`config.mk`:
```
export PLATFORM = sky130hd
export DESIGN_NAME = product_accumulator
export DESIGN_NICKNAME = d
export VERILOG_FILES = /design/src/rtl/product_accumulator.sv
export SDC_FILE = /design/constraint.sdc
export NUM_CORES = 1
export LEC_CHECK = 0
export ABC_AREA = 1
export BUFFER_PORTS_ARGS = -buffer_cell sky130_fd_sc_hd__buf_2
export CAP_MARGIN = 10
export CORE_MARGIN = 10
export CORE_UTILIZATION = 55
export DETAILED_ROUTE_END_ITERATION = 10
export GPL_TIMING_DRIVEN = 0
export PLACE_DENSITY_LB_ADDON = 0.15
export SLEW_MARGIN = 20
export SYNTH_ARGS = -nofsm -noshare
export SYNTH_HDL_FRONTEND = slang
export SYNTH_SLANG_ARGS = --single-unit
```
`constraint.sdc`:
```
create_clock -name clk -period 5.5 [get_ports clk]
set_input_delay 1.1 -clock clk [delete_from_list [all_inputs] [get_ports clk]]
set_output_delay 1.1 -clock clk [all_outputs]
set_load 0.1 [all_outputs]
```
`src/rtl/product_accumulator.sv`:
```
// Accumulates 8-bit products over a frame into a saturating sum and beat count,
// presenting each frame result through a one-entry valid/ready output register.
module product_accumulator #(
  parameter int ACC_W = 12,
  parameter int CNT_W = 5
) (
  input  logic             clk,
  input  logic             rst,
  input  logic [7:0]       p,
  input  logic             in_valid,
  input  logic             in_last,
  output logic             in_ready,
  output logic             out_valid,
  input  logic             out_ready,
  output logic [ACC_W-1:0] out_sum,
  output logic [CNT_W-1:0] out_count,
  output logic             out_ovf
);

  typedef enum logic {
    EMPTY = 1'b0,
    FULL  = 1'b1
  } state_t;

  state_t             state_q, state_d;
  logic [ACC_W-1:0]   acc_q, acc_d;
  logic [CNT_W-1:0]   cnt_q, cnt_d;
  logic               ovf_q, ovf_d;
  logic [ACC_W-1:0]   sum_q, sum_d;
  logic [CNT_W-1:0]   count_q, count_d;
  logic               oovf_q, oovf_d;

  logic [ACC_W:0]     nsum;
  logic [ACC_W-1:0]   sat_sum;
  logic               ovf_term;
  logic [CNT_W-1:0]   ncnt;
  logic               accept;

  assign out_valid = (state_q == FULL);
  assign in_ready  = !out_valid || out_ready;
  assign accept    = in_valid && in_ready;

  // One extra bit of headroom exposes the carry used for saturation.
  assign nsum     = {1'b0, acc_q} + {{(ACC_W-7){1'b0}}, p};
  assign ovf_term = nsum[ACC_W];
  assign sat_sum  = ovf_term ? {ACC_W{1'b1}} : nsum[ACC_W-1:0];
  assign ncnt     = (cnt_q == {CNT_W{1'b1}}) ? cnt_q : cnt_q + CNT_W'(1);

  always_comb begin
    state_d = state_q;
    acc_d   = acc_q;
    cnt_d   = cnt_q;
    ovf_d   = ovf_q;
    sum_d   = sum_q;
    count_d = count_q;
    oovf_d  = oovf_q;
    if (accept && in_last) begin
      sum_d   = sat_sum;
      count_d = ncnt;
      oovf_d  = ovf_q | ovf_term;
      state_d = FULL;
      acc_d   = '0;
      cnt_d   = '0;
      ovf_d   = 1'b0;
    end else begin
      if (accept) begin
        acc_d = sat_sum;
        cnt_d = ncnt;
        ovf_d = ovf_q | ovf_term;
      end
      if (state_q == FULL && out_ready) begin
        state_d = EMPTY;
      end
    end
  end

  always_ff @(posedge clk) begin
    if (rst) begin
      state_q <= EMPTY;
      acc_q   <= '0;
      cnt_q   <= '0;
      ovf_q   <= 1'b0;
      sum_q   <= '0;
      count_q <= '0;
      oovf_q  <= 1'b0;
    end else begin
      state_q <= state_d;
      acc_q   <= acc_d;
      cnt_q   <= cnt_d;
      ovf_q   <= ovf_d;
      sum_q   <= sum_d;
      count_q <= count_d;
      oovf_q  <= oovf_d;
    end
  end

  assign out_sum   = sum_q;
  assign out_count = count_q;
  assign out_ovf   = oovf_q;

endmodule
```
==> Yosys cells after proc, flatten, opt, wreduce, memory -nomap -nowiden <==
Index checks and enable logic that the tools add are counted.
{ "classes": {"n_addsub": 2, "eq_ne": 1, "muxes": 4, "bitwise_logic": 1, "n_reduce_logical": 7} }
{ "op_table": {"columns": ["op", "count"], "rows": [
  ["12-bit by 8-bit adder with 13-bit output", 1],
  ["12-bit 2-to-1 mux", 1],
  ["5-bit by 1-bit adder with 5-bit output, second input constant", 1],
  ["5-bit equality test, second input constant", 1],
  ["5-bit 2-to-1 mux", 1],
  ["1-bit logical AND", 3],
  ["1-bit 2-to-1 mux", 2],
  ["2-bit nonzero test", 1],
  ["2-bit OR reduction", 1],
  ["1-bit logical NOT", 1],
  ["1-bit logical OR", 1],
  ["1-bit bitwise OR", 1]
]} }
{ "totals": {"ff_bits": 37, "input_bits": 13, "output_inout_bits": 20, "word_cells": 22} }

==> Logic depth before layout (Yosys ltp) <==
{ "logic_depth": {"word_depth": 5, "depth_mapped": 13, "ltp_nobuf": 13} }

==> Worst setup path before layout <==
OpenSTA, ideal clock, no wires.
{ "synth_timing": {"kind": "input port to flip-flop", "from": "input p[0]", "to": "register sum_q[4] (netlist: out_sum[4])", "setup_time_ns": 0.114, "t_arrival_ns": 2.520, "required_ns": 5.386, "slack_ns": 2.867, "stages": 13, "path_buffers": 1, "cell_sequence": "ha_1 fa_1 nand2_1 clkinv_1 nand2_2 nand2_2 nand2_2 nand2_4 nand2_4 buf_8 nand2_2 o21bai_1 inv_1"} }
{ "synth_between": {"elab_chain_cells": 2} }
{ "synth_rtl": {"columns": ["item", "line_no", "source"], "rows": [
  ["from (decl)", "9", "input logic [7:0] p,"],
  ["12-bit by 8-bit adder with 13-bit output", "44", "assign nsum = {1'b0, acc_q} + {{(ACC_W-7){1'b0}}, p};"],
  ["12-bit 2-to-1 mux", "46", "assign sat_sum = ovf_term ? {ACC_W{1'b1}} : nsum[ACC_W-1:0];"],
  ["to (signal assigned)", "91", "sum_q <= sum_d;"],
  ["to (decl)", "29", "logic [ACC_W-1:0] sum_q, sum_d;"]
]} }
Every way passes these cells.
A chain may end at the register's enable or synchronous reset.

==> Worst setup path in the final report <==
{ "layout_timing": {"from": "input out_ready", "to": "output in_ready"} }
{ "layout_between": {"elab_chain_cells": 1} }
{ "layout_rtl": {"columns": ["item", "line_no", "source"], "rows": [
  ["from (decl)", "14", "input logic out_ready,"],
  ["1-bit logical OR", "40", "assign in_ready = !out_valid || out_ready;"],
  ["to (decl)", "12", "output logic in_ready,"]
]} }
Every way passes these cells.

==> results_dict.tcl <==
set metrics [dict create \
    crit_path_end_kind "primary output" \
    dp_slack_ns 2.559 \
    hpwl_microns 3691 \
    post-route-min-period_ns 2.814 \
    synth_top_area_share 0.3612 \
    cts_buffers 5 \
    busiest_layer "met2" \
    tritoncts "done" \
    fin_tns_setup_ns 0 \
    synth_xor_xnor_area_share 0.01708 \
    max-vdd-ir-drop_mv 0.2291 \
    antenna_cells 0 \
    synth_top_family_by_area "simple AND/OR/NAND/NOR gates" \
    yosysSeqAreaShare 0.3612 \
    antenna_found_initial 0 \
    core-area_sq_um 3633 \
    total_power_w 0.0007254 \
    synthMuxAreaShare 0 \
    synth-edff-count 0 \
    rows 22 \
    ios 33 \
    pwr_density_cell_nw_per_um2 304.3 \
    finalSetupViolCount 0 \
    grtUsageMet3 0.04967 \
    finalCritPeriodShare 0.5116 \
    drt_wl_total_microns 4799 \
    overflow 0 \
    synthAdderAreaFrac 0.06467 \
    postRouteAntennaNets 0 \
    power.leakage_nw 1.326 \
    cts_resized 0 \
    drc 0 \
    vias_per_cell 5.064 \
    maxSlewHeadroom 0.6730 \
    die-width_microns 81.06 \
    vias 1889 \
    cts_buffer_depth 2 \
    slew_violations 0 \
    tightest_slew_ns 0.4939 \
    synthesis.area_sq_um 2051 \
    yosys_most_used_dff "dfxtp_1" \
    cts_max_level 2 \
    portBuffers 32 \
    critPathArrivalTime_ns 1.71 \
    startpoint_type "primary input" \
    cp_max_fo 3 \
    cts.reportedPaths.clkPinSlew_ns 0.08 \
    clk-insertion-delay-late_ns 0.30 \
    grt_max_degree 14 \
    place_inst 365 \
    synth-async-reset-ratio 0 \
    synth-simple-area-share 0.2788 \
    start_util 0.5644 \
    worst_ep_required_time_ns 4.40 \
    fillCellCount 357 \
    syn-num-nets 308 \
    grt_pass1_wl_microns 7948 \
    drt_iter0_drc 105 \
    die_height_microns 81.06 \
    gr-usage-met2 0.2381 \
    cts.sinks 37 \
    drive_above_1_share 0.2031 \
    min_path_type "register to register" \
    ys_ff_latch 37 \
    post_cts_buffers 0 \
    final_hold_viol_count 0 \
    syn_inst 285 \
    synth_compound_area_frac 0.1684 \
    synth_cell_types 35 \
    setup_slack_ns 2.686 \
    synth.avg_cell_area_sq_um 7.195 \
    synth_top_cell_by_area "dfxtp_1" \
    final_cells 373 \
    firstDrtPassIters 4 \
    finClkSkew_ns 0.01016 \
    cap_violations 0 \
    hold_buffers 0 \
    cts-root-buf "clkbuf_8" \
    grt_setup_unrepaired "false" \
    status "complete, no violations" \
    path_class "primary input to primary output" \
    place_congestion 0.8207 \
    netlist_top_cells_area "dfxtp_1 36%, nand2_1 9.3%, inv_1 7.5%, nor2_1 6.4%, o21ai_0 6.1%" \
    die-area_sq_um 6571 \
    grt_pass1_vias 1699 \
    routedWlPerCell_microns 12.87 \
    area_growth_pct 16.23 \
    clock.fmax_ghz 0.3554 \
    met1_usage 0.1971 \
    synth_warnings 0 \
    final_nets 347 \
    grt_use_total 0.1541 \
]
## cell usage after synthesis (3+ instances only)
master,count
a21oi_1,9
a31oi_1,4
buf_2,3
dfxtp_1,37
ha_1,9
inv_1,41
inv_2,3
nand2_1,51
nand2_2,6
nand2_4,5
nand3_1,19
nand4_1,4
nor2_1,35
o211ai_1,3
o21a_1,3
o21ai_0,25
o21bai_1,4
xor2_1,4
## critical path, stage by stage
cell and delay (ns):
buf_2 0.08, inv_1 0.04, nand2_2 0.07, buf_2 0.43
## per-layer routing
layer  routed length, microns  up-vias
met5                        0        -
met2                     2187       44
met3                      362        7
met4                       65        0
li1                         -      991
met1                     2183      847
## registers in the layout, indices dropped and copies added, names as in the netlist
signal / count
out_ovf: 1
out_sum: 12
cnt_q: 5
out_count: 5
acc_q: 12
ovf_q: 1
out_valid: 1
## logic make-up (layout without fill, tap and decap cells)
logic type,after synthesis,in the layout
buffers and inverters,53,93
adders and majority gates,10,10
DFF,37,37
and+or+nand+nor,124,124
AOI/OAI and AO/OA,57,57
xor gates and xnor gates,4,4
## metrics by stage
step                      hold WS [ns]  cell area [sq um]  utilization
final                           0.4530               2384       0.6560
after global routing            0.4642               2384       0.6560
after CTS                       0.4556               2384       0.6560
after detailed placement        0.4406               2271       0.6250
after global placement          0.4360               2271       0.6250
after floorplan                 0.4693               2051            -
## where the power goes
group | switching (W) | internal, W | total [W]
registers | 0.0000106 | 0.000285 | 0.000296
logic | 0.000139 | 0.0000503 | 0.000190
clock network | 0.000104 | 0.000136 | 0.000240
total | 0.000254 | 0.000471 | 0.000725
## area by class of cell
class	instances	area [sq um]	share of cell area
buffer	8	56.30	0.02362
clock buffer	5	68.82	0.02887
clock inverter	3	43.79	0.01837
inverter	45	168.9	0.07087
multi-input combinational	195	1085	0.4551
sequential	37	740.7	0.3108
tap	48	60.06	0.02520
timing repair buffer	32	160.2	0.06719
## path summary, 6_finish.rpt
check                           cells past startpoint  slack, ns  startpoint    endpoint
worst min-delay path                                2       0.45     out_ovf     out_ovf
worst max-delay path                                4       2.69   out_ready    in_ready
worst max register to register                     13       3.46    acc_q[0]  out_sum[6]
worst min register to register                      2       0.45     out_ovf     out_ovf
## placed cells by master, fill, tap and decap left out, types with 2 or more instances in the layout
master / Yosys / final
nand2_1: 51 / 51
inv_1: 41 / 41
dfxtp_1: 37 / 37
nor2_1: 35 / 35
buf_2: 3 / 35
o21ai_0: 25 / 25
nand3_1: 19 / 19
a21oi_1: 9 / 9
ha_1: 9 / 9
nand2_2: 6 / 6
nand2_4: 5 / 5
clkbuf_8: 0 / 5
a31oi_1: 4 / 4
xor2_1: 4 / 4
nand4_1: 4 / 4
o21bai_1: 4 / 4
inv_2: 3 / 3
o211ai_1: 3 / 3
o21a_1: 3 / 3
clkbuf_1: 2 / 2
or2_2: 2 / 2
a22o_1: 2 / 2
No activity file was read; power rests on OpenSTA's default activity.
